===== src/rtl/router_pkg.sv =====
// Shared types and constants for the 1x3 router packet-control FSM.
// The optional WAIT_TILL_EMPTY timeout is enabled by ROUTER_FSM_TIMEOUT_EN.
package router_pkg;

  localparam int NUM_PORTS      = 3;
  localparam int ADDR_W         = 2;
  localparam int TIMEOUT_CYCLES = 30;

  // First header address that does not map to a destination FIFO.
  localparam logic [ADDR_W-1:0] ADDR_INVALID = ADDR_W'(NUM_PORTS);

  typedef enum logic [2:0] {
    DECODE_ADDRESS,
    LOAD_FIRST_DATA,
    LOAD_DATA,
    FIFO_FULL_STATE,
    LOAD_AFTER_FULL,
    LOAD_PARITY,
    CHECK_PARITY_ERROR,
    WAIT_TILL_EMPTY
  } state_t;

  // True when the header address selects an existing destination FIFO.
  function automatic logic addr_ok(input logic [ADDR_W-1:0] a);
    return a < ADDR_INVALID;
  endfunction

endpackage


===== src/rtl/router_wait_timer.sv =====
// Cycle counter for WAIT_TILL_EMPTY: counts while i_run, clears when i_run drops,
// flags o_expire on the LIMIT-th consecutive running cycle.
module router_wait_timer #(
  parameter int LIMIT = 30
) (
  input  logic i_clk,
  input  logic i_rst,   // async, active-low
  input  logic i_run,
  output logic o_expire
);

  localparam int CW = $clog2(LIMIT + 1);

  logic [CW-1:0] r_cnt;

  // Count running cycles, saturating at the limit; leaving the run window clears.
  always_ff @(posedge i_clk or negedge i_rst) begin
    if (!i_rst)                          r_cnt <= '0;
    else if (!i_run)                     r_cnt <= '0;
    else if (r_cnt != CW'(LIMIT - 1))    r_cnt <= r_cnt + 1'b1;
  end

  assign o_expire = i_run && (r_cnt == CW'(LIMIT - 1));

endmodule


===== src/rtl/router_fsm_ctrl.sv =====
// Packet-control FSM of the 1x3 router: header decode, header/payload/parity load
// sequencing, FIFO-full stall and busy-destination wait. Moore outputs only.
// Optional feature: define ROUTER_FSM_TIMEOUT_EN to bound WAIT_TILL_EMPTY and
// pulse o_drop_pkt when a packet is abandoned.
module router_fsm_ctrl
  import router_pkg::*;
#(
  parameter int NP = NUM_PORTS,
  parameter int AW = ADDR_W
) (
  input  logic          i_clk,
  input  logic          i_rst,          // async, active-low
  input  logic          i_pkt_valid,
  input  logic [AW-1:0] i_din,
  input  logic          i_fifo_full,
  input  logic [NP-1:0] i_fifo_empty,
  input  logic [NP-1:0] i_soft_reset,
  input  logic          i_parity_done,
  input  logic          i_low_pkt_valid,
  output logic          o_detect_addr,
  output logic          o_lfd_state,
  output logic          o_ld_state,
  output logic          o_laf_state,
  output logic          o_full_state,
  output logic          o_rst_int_reg,
  output logic          o_write_enb_reg,
  output logic          o_busy,
  output logic          o_drop_pkt
);

  state_t        r_state, w_next;
  logic [AW-1:0] r_addr;
  logic          w_din_ok;
  logic          w_srst_sel;
  logic          w_expire;
  logic          w_timeout;

  assign w_din_ok   = int'(i_din) < NP;
  assign w_srst_sel = i_soft_reset[r_addr];

`ifdef ROUTER_FSM_TIMEOUT_EN
  logic r_drop;

  router_wait_timer #(.LIMIT(TIMEOUT_CYCLES)) u_wait_timer (
    .i_clk    (i_clk),
    .i_rst    (i_rst),
    .i_run    (r_state == WAIT_TILL_EMPTY),
    .o_expire (w_expire)
  );

  // A soft reset or the destination draining on the limit cycle both win over the drop.
  assign w_timeout = w_expire && !i_fifo_empty[r_addr] && !w_srst_sel;

  // Drop strobe is registered so it stays a pure state-derived output.
  always_ff @(posedge i_clk or negedge i_rst) begin
    if (!i_rst) r_drop <= 1'b0;
    else        r_drop <= w_timeout;
  end

  assign o_drop_pkt = r_drop;
`else
  assign w_expire   = 1'b0;
  assign w_timeout  = w_expire;
  assign o_drop_pkt = 1'b0;
`endif

  // State register.
  always_ff @(posedge i_clk or negedge i_rst) begin
    if (!i_rst) r_state <= DECODE_ADDRESS;
    else        r_state <= w_next;
  end

  // Latch the destination when a valid header is seen in DECODE_ADDRESS.
  always_ff @(posedge i_clk or negedge i_rst) begin
    if (!i_rst)                                               r_addr <= '0;
    else if (r_state == DECODE_ADDRESS && i_pkt_valid && w_din_ok) r_addr <= i_din;
  end

  // Next-state logic; a soft reset of the selected FIFO overrides every transition.
  always_comb begin
    w_next = r_state;
    if (w_srst_sel) begin
      w_next = DECODE_ADDRESS;
    end else begin
      case (r_state)
        DECODE_ADDRESS:
          if (i_pkt_valid && w_din_ok)
            w_next = i_fifo_empty[i_din] ? LOAD_FIRST_DATA : WAIT_TILL_EMPTY;
        LOAD_FIRST_DATA:    w_next = LOAD_DATA;
        LOAD_DATA:
          if (i_fifo_full)       w_next = FIFO_FULL_STATE;
          else if (!i_pkt_valid) w_next = LOAD_PARITY;
        FIFO_FULL_STATE:
          if (!i_fifo_full)      w_next = LOAD_AFTER_FULL;
        LOAD_AFTER_FULL:
          if (i_parity_done)        w_next = DECODE_ADDRESS;
          else if (i_low_pkt_valid) w_next = LOAD_PARITY;
          else                      w_next = LOAD_DATA;
        LOAD_PARITY:        w_next = CHECK_PARITY_ERROR;
        CHECK_PARITY_ERROR: w_next = i_fifo_full ? FIFO_FULL_STATE : DECODE_ADDRESS;
        WAIT_TILL_EMPTY:
          if (i_fifo_empty[r_addr]) w_next = LOAD_FIRST_DATA;
          else if (w_timeout)       w_next = DECODE_ADDRESS;
        default:            w_next = DECODE_ADDRESS;
      endcase
    end
  end

  // Moore output decode from the registered state.
  always_comb begin
    o_detect_addr   = r_state == DECODE_ADDRESS;
    o_lfd_state     = r_state == LOAD_FIRST_DATA;
    o_ld_state      = r_state == LOAD_DATA;
    o_laf_state     = r_state == LOAD_AFTER_FULL;
    o_full_state    = r_state == FIFO_FULL_STATE;
    o_rst_int_reg   = r_state == CHECK_PARITY_ERROR;
    o_write_enb_reg = (r_state == LOAD_DATA) || (r_state == LOAD_PARITY) ||
                      (r_state == LOAD_AFTER_FULL);
    o_busy          = !((r_state == DECODE_ADDRESS) || (r_state == LOAD_DATA));
  end

endmodule


===== config.mk =====
export PLATFORM = sky130hd
export DESIGN_NAME = router_fsm_ctrl
export DESIGN_NICKNAME = d
export VERILOG_FILES = /design/src/rtl/router_pkg.sv /design/src/rtl/router_wait_timer.sv /design/src/rtl/router_fsm_ctrl.sv
export SDC_FILE = /design/constraint.sdc
export NUM_CORES = 1
export LEC_CHECK = 0
export BUFFER_PORTS_ARGS = -buffer_cell sky130_fd_sc_hd__buf_2
export CORE_AREA = 2 2 39 41
export DETAILED_ROUTE_END_ITERATION = 10
export DIE_AREA = 0 0 41 43
export PLACE_DENSITY = 0.7
export SLEW_MARGIN = 30
export SYNTH_ARGS = -nofsm -noshare
export SYNTH_HDL_FRONTEND = slang
export SYNTH_SLANG_ARGS = --single-unit

===== constraint.sdc =====
create_clock -name i_clk -period 1.3 [get_ports i_clk]
set_input_delay 0.325 -clock i_clk [delete_from_list [all_inputs] [get_ports i_clk]]
set_output_delay 0.325 -clock i_clk [all_outputs]
set_load 0.005 [all_outputs]

## Yosys cells after proc, flatten, opt, wreduce, memory -nomap -nowiden

Index checks and enable logic that the tools add are counted.

- Register bits: 5
- Input bits: 14
- Output and inout port bits: 9
- Word-level logic and storage cells: 42

- $lt $le $gt $ge: 3
- Equal/unequal tests: 11
- Multiplexer cells: 17
- Reduce and logical (&&, ||, !) cells: 9

Operator list:

| kind | number |
|---|---|
| 2-to-1 mux 3 bit | 9 |
| one-hot mux 3 bit (8 select lines) | 1 |
| equality test 3 bit, second input constant | 4 |
| binary-select mux 1 bit (select 2 bit) | 3 |
| equality test 3 x 2 -> 1 bit, second input constant | 2 |
| < comparator 2 x 3 -> 1 bit, second input constant | 2 |
| != test 4 x 3 -> 1 bit, second input constant | 1 |
| AND reduction 4 bit | 1 |
| equality test 3 x 1 -> 1 bit, second input constant | 1 |
| logical AND 1 bit | 3 |
| zero test 3 bit | 1 |
| logical OR 1 bit | 3 |
| 2-to-1 mux 1 bit | 3 |
| != test 3 x 1 -> 1 bit, second input constant | 1 |
| != test 3 x 2 -> 1 bit, second input constant | 1 |
| != test 3 bit, second input constant | 1 |
| < comparator 2 bit, second input constant | 1 |
| 2-to-1 mux 2 bit | 1 |
| zero test 1 bit | 1 |

## Depth between registers and ports, before layout

- Depth after elaboration: 6
- Mapped depth: 6
- Gate-level depth less buffers: 5

## Least setup slack after synthesis

OpenSTA, ideal clock, no wires.

- Path kind: reg2out
- Start: register r_state[0]
- End: output port o_write_enb_reg
- Arrival: 1.054 ns
- Slack: -0.079 ns
- Stages on the path, launching flop included: 5
- Path buffers: 1
- Cells stage by stage: dfrtp_1 -> buf_6 -> or2_2 -> nor2_1 -> a21o_1

- Word-level cells in the longest chain between the ends: 3
- Elaborated cells on any way between the ends: 5

RTL lines:

| element | line | source |
|---|---|---|
| start: declaration | router_fsm_ctrl.sv:31 | `state_t r_state, w_next;` |
| start signal: assignment | router_fsm_ctrl.sv:70 | `else r_state <= w_next;` |
| equality test 3 x 2 -> 1 bit | - |  |
| net o_ld_state | router_fsm_ctrl.sv:22 | `output logic o_ld_state,` |
| logical OR 1 bit (2 in series) | router_fsm_ctrl.sv:117 | `o_write_enb_reg = (r_state == LOAD_DATA) \|\| (r_state == LOAD_PARITY) \|\|` |
| end: declaration | router_fsm_ctrl.sv:26 | `output logic o_write_enb_reg,` |

The timed path passes the listed nets, and every way through them passes these cells.

## Worst setup path after layout

- Start: register r_state[0]
- End: register r_state[0]

- Word-level cells in the longest chain between the ends: 3
- Elaborated cells on any way between the ends: 15

RTL lines:

| element | line | source |
|---|---|---|
| equality test 3 bit (tied with other cells) | router_fsm_ctrl.sv:85 | `case (r_state)` |
| one-hot mux 3 bit (8 select lines) (tied with other cells) | router_fsm_ctrl.sv:85 |  |
| 2-to-1 mux 3 bit / AND reduction 4 bit (equally long branches) | - |  |

Parallel ways exist; a longest one is shown, timed or not.
A chain may end at the register's enable or synchronous reset.

==> flow_summary.ini <==
[outcome]
result_of_the_run = complete, but fails checks
violations = negative setup slack

[logic_synthesis]
synth_nets = 76
synth_top_area_frac = 0.247
synthesis.yosys.warnings = 0
synth_seq_cells = 5
yosys.area_share.xor_xnor = 0
yosys_most_used_dff = sky130_fd_sc_hd__dfrtp_1
combinational_family_with_the_most_area_after_synthesis = compound AO/OA/AOI/OAI gates
yosys.area_share.adder = 0
syn_area_per_cell_um2 = 8.17
synth_seq_area_share = 0.247
yosysUniqueCellTypes = 30
synthMuxAreaShare = 0.0988
synthTopCellsByArea = sky130_fd_sc_hd__dfrtp_1 25%, sky130_fd_sc_hd__mux2i_1 9.9%, sky130_fd_sc_hd__o22a_1 5.2%
yosys.area.top_type = sky130_fd_sc_hd__dfrtp_1
synthesis.instances = 62
synth_enable_flop_cells = 0
simple_gate_area_share_of_the_yosys_netlist = 0.262
synth-compound-area-share = 0.279
postSynth.asyncResetShare = 1.00
syn-cell-area_um2 = 507

[critical_path]
worst_path_largest_cell_delay_ns = 0.44
required_ns = 1.45
path_max_fanout = 6
path_cells = buf_4 > nor3b_1 > a21oi_1 > o221ai_4 > mux2i_1
critical_path_arrival_ns = 1.72
worst-path-buf-inv = 1
cpLargestDelayFamily = flip-flops
startpoint_type = flop
flop_to_flop_setup_slack_ns = -0.27
r2r_start = r_state[0]$_DFFE_PN0P_
critical_path.endpoint_type = flop
setup.worst_path.class = reg -> reg
critPathSlowestCell = sky130_fd_sc_hd__dfrtp_2
worstReg2RegEnd = r_state[0]$_DFFE_PN0P_
ff2ff_path_depth = 5

[cts]
clk_root_buffer_cell = sky130_fd_sc_hd__clkbuf_4
cts-buffers-inserted = 3
cts.sinks = 5
clk_lat_worst_skew_ns = 0.24
ctsLongestPathBuffers = 2
cts_tree = built
worst_setup_hold_path_clk_slew_ns = 0.04
htree_num_levels = 1

[placement]
hpwlAfterDp_mm = 1.03
place_ws_ns = -0.148
place_congestion = 0.765
port_buffers = 21
dpl-instance-area_um2 = 696

[floorplan]
die_width_um = 41
core_region_area_mm2 = 0.00138
die_height_um = 43
floorplan.die_area_mm2 = 0.00176
placementRows = 14
floorplan.io_pins = 23
start_util = 0.366

[layout]
layout.filler_cells = 121
num-nets-final = 118
layout.cell_area.non_filler_um2 = 871
total_area_of_multi_input_combinational_cells_um2 = 397
synthToLayoutAreaGrowth_pct = 71.9
drive_gt1_frac = 0.602
insertedDiodeCount = 0
sequential_cell_area_um2 = 129

[timing]
postLayoutSetupSlackWorst_ns = -0.266
grt_setup_unrepaired = yes
setup-violations-final = 13
final-hold-violation-count = 0
final_max_slew_viol_count = 0
post-route-min-period_ns = 1.57
layout_worst_path_cycle_share = 1.20
worst_hold_slack_ns = 0.383
timing.clock.skew_ns = 0.000556
fmax_mhz = 638

[min_path]
whs_path_depth = 2
min_path_type = in -> reg
holdCritStartpoint = i_din[1]
timing.hold.worst_endpoint = r_addr[1]$_DFFE_PN0P_

[route]
top_signal_layer_used = met4
wirelength_met1_um = 637
wl_met2_um = 853
residual_drc = 0
via_count = 598
drt_pass1_iterations = 4
final_antenna_net_count = 0
wirelength_mm = 1.58
drt_iter0_drc = 17
routed_via_density = 5.03
route.detailed.wl_per_inst_um = 13.3
wl_met3_um = 82

[power]
leakagePower_nw = 0.435
powerDensity_mw_per_mm2 = 2340
vdd.ir_drop.worst_v = 0.00112

[grt]
grt_pass1_wl_mm = 2.35
grt_max_degree = 7
grt_util_all_layers = 0.194
grt_pass1_vias = 592
global_route.overflow_total = 0
antenna_violations_before_repair = 0

[run]
max_cap_viols = 0
cells by family after synthesis:
group,after synthesis
other,1
muxes,5
DFF,5
AOI/OAI and AO/OA,18
buffers and inverters,9
and+or+nand+nor,24
cell usage after synthesis, drive strengths merged, types with 2 or more instances:
cell	number
nand2	6
nor2	6
dfrtp	5
inv	5
mux2i	5
a21oi	4
buf	4
nand2b	4
o22a	3
nand3b	2
o2111ai	2
o21ai	2
per-layer routing:
metal	up-vias	track usage
li1	301	-
met1	278	0.246
met2	17	0.288
met3	2	0.0419
met4	0	0.113
met5	-	0
report_power, final:
part / total (mW) / switching, mW / internal [mW]
combinational: 1.51 / 0.660 / 0.847
sequential: 0.354 / 0.112 / 0.243
clock: 0.179 / 0.0634 / 0.116
total: 2.04 / 0.835 / 1.21
per-stage QoR:
stage                util  TNS (ns)  power (mW)  instances
floorplan               -    -0.123        1.03         62
global placement    0.503    -0.370        1.36        106
detailed placement  0.503    -0.729        1.38        106
CTS                 0.586     -2.07        1.83        118
global route        0.629     -3.26        2.21        119
finish              0.629     -2.36        2.04        119
cell usage in the layout, fill, tap and decap left out, types with 2 or more instances in the layout:
cell type / instances
sky130_fd_sc_hd__dfrtp_2: 3
sky130_fd_sc_hd__nor2_1: 2
sky130_fd_sc_hd__clkbuf_4: 3
sky130_fd_sc_hd__buf_6: 4
sky130_fd_sc_hd__nor2_4: 2
sky130_fd_sc_hd__nand3b_1: 2
sky130_fd_sc_hd__nand2_1: 5
sky130_fd_sc_hd__inv_2: 2
sky130_fd_sc_hd__a21oi_1: 3
sky130_fd_sc_hd__nor2_2: 2
sky130_fd_sc_hd__buf_2: 19
sky130_fd_sc_hd__inv_1: 2
sky130_fd_sc_hd__dfrtp_1: 2
sky130_fd_sc_hd__buf_4: 17
sky130_fd_sc_hd__mux2i_1: 5
sky130_fd_sc_hd__nand2b_1: 3
sky130_fd_sc_hd__o22a_1: 3
sky130_fd_sc_hd__o2111ai_1: 2
flip-flops by register name (all words and copies together), names as in the netlist:
name	count
r_state	3
r_addr	2
area by class of cell:
class	count	area share
Clock buffer	4	0.0302
Sequential cell	5	0.148
Multi-Input combinational cell	48	0.455
Inverter	5	0.0244
Tap cell	16	0.0230
Timing Repair Buffer	41	0.319
worst max path at each step:
stage | from | to | slack [ns] | cells past startpoint
3_3_place_gp | r_state[0]$_DFFE_PN0P_ | o_detect_addr | -0.09 | 3
5_1_grt | r_state[0]$_DFFE_PN0P_ | r_state[0]$_DFFE_PN0P_ | -0.38 | 5
4_1_cts | r_state[0]$_DFFE_PN0P_ | o_detect_addr | -0.27 | 3
2_1_floorplan | r_state[1]$_DFFE_PN0P_ | r_state[0]$_DFFE_PN0P_ | -0.03 | 4
6_report | r_state[0]$_DFFE_PN0P_ | r_state[0]$_DFFE_PN0P_ | -0.27 | 5
3_5_place_dp | r_state[0]$_DFFE_PN0P_ | r_state[0]$_DFFE_PN0P_ | -0.15 | 3
timing repair:
item,CTS,global route
endpoints found under the hold margin,5,0
gates cloned,0,0
pin swaps,3,4
hold buffers,1,0
gates resized for setup,10,12
setup endpoints to repair,13,13
buffers inserted,7,2
No activity file was read; power rests on OpenSTA's default activity.
